File: src/rtl/iq_frame_capture.sv
// iq_frame_capture: deserialises a 2*N_CH-word I/Q frame, validates its length and commits it to a parallel bank
module iq_frame_capture #(
    parameter int DW   = 21,
    parameter int N_CH = 4,
    parameter int CW   = 16
) (
    input  logic                   sample_clk,
    input  logic                   sample_rst,
    input  logic [DW-1:0]          stream_in,
    input  logic                   strobe_in,
    input  logic                   freeze,
    input  logic                   err_clr,
    output logic [2*N_CH*DW-1:0]   iq_out,
    output logic                   strobe_out,
    output logic [CW-1:0]          frame_cnt,
    output logic                   err_short,
    output logic                   err_long
);
    localparam int FW = 2 * N_CH;
    localparam int IW = $clog2(FW + 1);
    localparam logic [IW-1:0] LAST = IW'(FW);

    typedef enum logic [1:0] {IDLE, RUN, DRAIN} state_t;

    state_t             state;
    logic [IW-1:0]      idx;
    logic [FW*DW-1:0]   shadow;

    // Frame FSM: fill the shadow bank, decide on strobe fall, commit or flag; errors set after clear so a coincident event wins
    always_ff @(posedge sample_clk) begin
        if (sample_rst) begin
            state      <= DRAIN;
            idx        <= '0;
            shadow     <= '0;
            iq_out     <= '0;
            strobe_out <= 1'b0;
            frame_cnt  <= '0;
            err_short  <= 1'b0;
            err_long   <= 1'b0;
        end else begin
            strobe_out <= 1'b0;
            if (err_clr) begin
                err_short <= 1'b0;
                err_long  <= 1'b0;
            end
            case (state)
                IDLE: begin
                    if (strobe_in) begin
                        shadow[DW-1:0] <= stream_in;
                        idx            <= IW'(1);
                        state          <= RUN;
                    end
                end
                RUN: begin
                    if (strobe_in) begin
                        if (idx == LAST) begin
                            err_long <= 1'b1;
                            state    <= DRAIN;
                        end else begin
                            for (int j = 1; j < FW; j++)
                                if (idx == IW'(j)) shadow[j*DW +: DW] <= stream_in;
                            idx <= idx + 1'b1;
                        end
                    end else begin
                        if (idx == LAST) begin
                            if (!freeze) begin
                                iq_out     <= shadow;
                                strobe_out <= 1'b1;
                                frame_cnt  <= frame_cnt + 1'b1;
                            end
                        end else begin
                            err_short <= 1'b1;
                        end
                        state <= IDLE;
                    end
                end
                DRAIN: begin
                    if (!strobe_in) state <= IDLE;
                end
                default: state <= DRAIN;
            endcase
        end
    end
endmodule
File: config.mk
export PLATFORM = sky130hd
export DESIGN_NAME = iq_frame_capture
export DESIGN_NICKNAME = d
export VERILOG_FILES = /design/src/rtl/iq_frame_capture.sv
export SDC_FILE = /design/constraint.sdc
export NUM_CORES = 1
export LEC_CHECK = 0
export BUFFER_PORTS_ARGS = -buffer_cell sky130_fd_sc_hd__buf_2
export CORE_ASPECT_RATIO = 1.5
export CORE_MARGIN = 5
export CORE_UTILIZATION = 28
export DETAILED_ROUTE_END_ITERATION = 7
export HOLD_SLACK_MARGIN = 0.05
export PLACE_DENSITY = 0.57
export REMOVE_ABC_BUFFERS = 1
export SLEW_MARGIN = 20
export SYNTH_ARGS = -nofsm -noshare
export SYNTH_HDL_FRONTEND = slang
export SYNTH_SLANG_ARGS = --single-unit
File: constraint.sdc
create_clock -name sample_clk -period 1.9 [get_ports sample_clk]
set_input_delay 0.095 -clock sample_clk [delete_from_list [all_inputs] [get_ports sample_clk]]
set_output_delay 0.095 -clock sample_clk [all_outputs]
set_load 0.05 [all_outputs]
==> flow_summary.json <==
{
  "p_per_area_nw_per_um2": 934,
  "num_rows": 96,
  "finalHoldViolations": 0,
  "ctsHtreeMaxLevel": 2,
  "grt_pass1_wl_um": 61500,
  "end_kind": "register",
  "hp-class": "in2reg",
  "rsz0062_at_grt": "false",
  "synth_seq_area_share_pct": 56.1,
  "vias_per_cell": 4.62,
  "cts_tree": "done",
  "crit_required_ns": 2.35,
  "num_io_pins": 213,
  "leakage_nw": 6.06,
  "pre_cts_ws_ns": -0.0207,
  "grt_pass1_vias": 10700,
  "layout_commonest_cell": "nand2_1",
  "final_util_pct": 35.7,
  "cts.sinks": 361,
  "outcome": "completed",
  "skew_ns": 0.0122,
  "crit_path_max_fanout": 6,
  "critical_path_class": "reg2reg",
  "grt_max_degree": 95,
  "clock_latency_ns": 0.52,
  "first_pass_iters": 5,
  "max_freq_mhz": 543,
  "drive_gt1_share_pct": 18.5,
  "area_delta_synth_final_pct": 26.6,
  "period_share_pct": 97.0,
  "die_w_um": 185,
  "final_antenna_net_count": 0,
  "critPathArrivalTime_ns": 2.29,
  "avgSynthCellArea_um2": 7.92,
  "worst_pin_slew_ns": 0.510,
  "cts_buffers": 36,
  "grtUsageTotal_pct": 15.5,
  "cts_root_buffer": "clkbuf_16",
  "max-vdd-ir-drop_mv": 0.621,
  "diodes": 0,
  "fillers": 4742,
  "seqCellArea_um2": 7230,
  "wire_per_inst_um": 16.9,
  "initial_core_util_pct": 28.2,
  "coreArea_um2": 45600,
  "clockBufferDepth": 3,
  "dp.final_hpwl_um": 26400,
  "gp_congestion": 0.764,
  "drtIter0Drc": 638,
  "antenna_found_initial": 0,
  "dieArea_um2": 50500,
  "drc_errors": 0,
  "drv_cap": 0,
  "wl_um": 41200,
  "port_buffers": 212,
  "num_vias": 11200,
  "layout.nets": 1854,
  "final.min_clock_period_ns": 1.84,
  "ys_types": 37,
  "mappedNetlistArea_um2": 12900,
  "whs_ns": 0.113,
  "synth_warnings": 0,
  "setup_violations": 0,
  "die_y_um": 273,
  "slew_viol_final": 0,
  "syn_inst": 1627,
  "final_cell_mix": "nand2_1, dfxtp_1, a21oi_1, buf_2, clkbuf_16",
  "clkTransAtPathRegs_ns": 0.06,
  "start_kind": "register",
  "max_slew_margin_pct": 65.9,
  "ys_ff_latch": 361,
  "gr-total-overflow": 0,
  "finalWorstSetupSlack_ns": 0.0574,
  "multi_input_area_um2": 5040
}
-- critical path, stage by stage (launching register included) --
cell and delay [ns]:
dfxtp_1 0.33, inv_2 0.08, ha_4 0.14, and4b_4 0.27, buf_6 0.12, nand4_4 0.14, or4_4 0.55, a21oi_2 0.14
-- report_power, final --
group / switching, mW / internal, mW
Clock: 2.93 / 4.26
Combinational: 0.313 / 0.114
Sequential: 0.0142 / 7.59
-- state kept, by name, indices dropped and copies added, names as in the netlist --
name / flops
iq_out: 168
strobe_out: 1
idx: 4
frame_cnt: 16
err_short: 1
shadow: 168
err_long: 1
state: 2
-- final timing paths --
kind	from	end	slack (ns)	cells after the start
worst max-delay path	idx[1]$_SDFFE_PP0P_	frame_cnt[11]$_SDFFE_PP0P_	0.06	7
worst min-delay path	freeze	frame_cnt[9]$_SDFFE_PP0P_	0.11	5
worst max register to register	idx[1]$_SDFFE_PP0P_	frame_cnt[11]$_SDFFE_PP0P_	0.06	7
worst min register to register	shadow[95]$_SDFFE_PP0P_	iq_out[95]$_SDFFE_PP0P_	0.45	2
-- kinds of logic after synthesis --
family,Yosys count,share of synthesized area (%)
AO/OA/AOI/OAI,368,14.6
XOR/XNOR,5,0.340
adder cells (fa/ha/maj),5,0.486
buffers and inverters,141,5.32
flip-flops,361,56.1
AND/OR/NAND/NOR,747,23.2
-- repair_timing --
| item | in CTS | in global routing |
|---|---|---|
| gates cloned | 0 | 2 |
| endpoints found under the setup margin | 4 | 54 |
| pin swaps | 0 | 6 |
| setup buffers | 0 | 4 |
| hold buffers | 24 | 0 |
| gates resized for setup | 1 | 16 |
| hold endpoints to repair | 182 | 0 |
-- synth_stat cells, drive strengths merged --
| library cell | count | area, µm² |
|---|---|---|
| nand2 | 684 | 2570 |
| dfxtp | 361 | 7230 |
| a21oi | 349 | 1750 |
| clkbuf | 69 | 259 |
| buf | 67 | 408 |
| nor2 | 14 | 52.6 |
| nand3 | 9 | 45.0 |
| and3 | 7 | 45.1 |
| o31ai | 7 | 52.6 |
| or4 | 7 | 52.6 |
| o21ai | 6 | 30.0 |
| ha | 5 | 62.6 |
| inv | 5 | 18.8 |
| nand3b | 5 | 37.5 |
| and4 | 4 | 36.3 |
| nand4 | 4 | 40.0 |
| xor2 | 4 | 35.0 |
| and3b | 3 | 26.3 |
| a22oi | 2 | 15.0 |
| and2 | 2 | 13.8 |
| nand2b | 2 | 12.5 |
| or3 | 2 | 12.5 |
| a211oi | 1 | 7.51 |
| a31oi | 1 | 6.26 |
| a32oi | 1 | 8.76 |
| and4b | 1 | 10.0 |
| and4bb | 1 | 12.5 |
| nor2b | 1 | 6.26 |
| nor3 | 1 | 16.3 |
| o21bai | 1 | 7.51 |
| xnor2 | 1 | 8.76 |
-- per-layer routing --
metal | track usage (%) | part of all wire, % | up-vias
li1 | - | - | 5641
met1 | 17.6 | 39 | 5278
met2 | 27.9 | 52 | 261
met3 | 3.18 | 5.4 | 68
met4 | 6.28 | 3.7 | 0
met5 | 0 | 0 | -
-- through the flow --
stage | TNS [ns] | instance area (µm²) | std cells | power (mW)
6_report | 0 | 16300 | 2433 | 15.2
5_1_grt | 0 | 16300 | 2433 | 15.8
4_1_cts | 0 | 16200 | 2427 | 15.5
3_5_place_dp | -0.0388 | 14700 | 2343 | 8.17
3_3_place_gp | 0 | 14700 | 2343 | 8.17
2_1_floorplan | -366.38 | 12200 | 1491 | 7.83
-- area by class of cell --
class,count,area share [%]
flip-flops and latches,361,44.3
multi-input cells,1126,30.9
repair buffers,293,12.8
clock buffers,53,6.72
well taps,588,4.51
clock inverters,7,0.576
inverters,5,0.115
No activity file was read; power rests on OpenSTA's default activity.
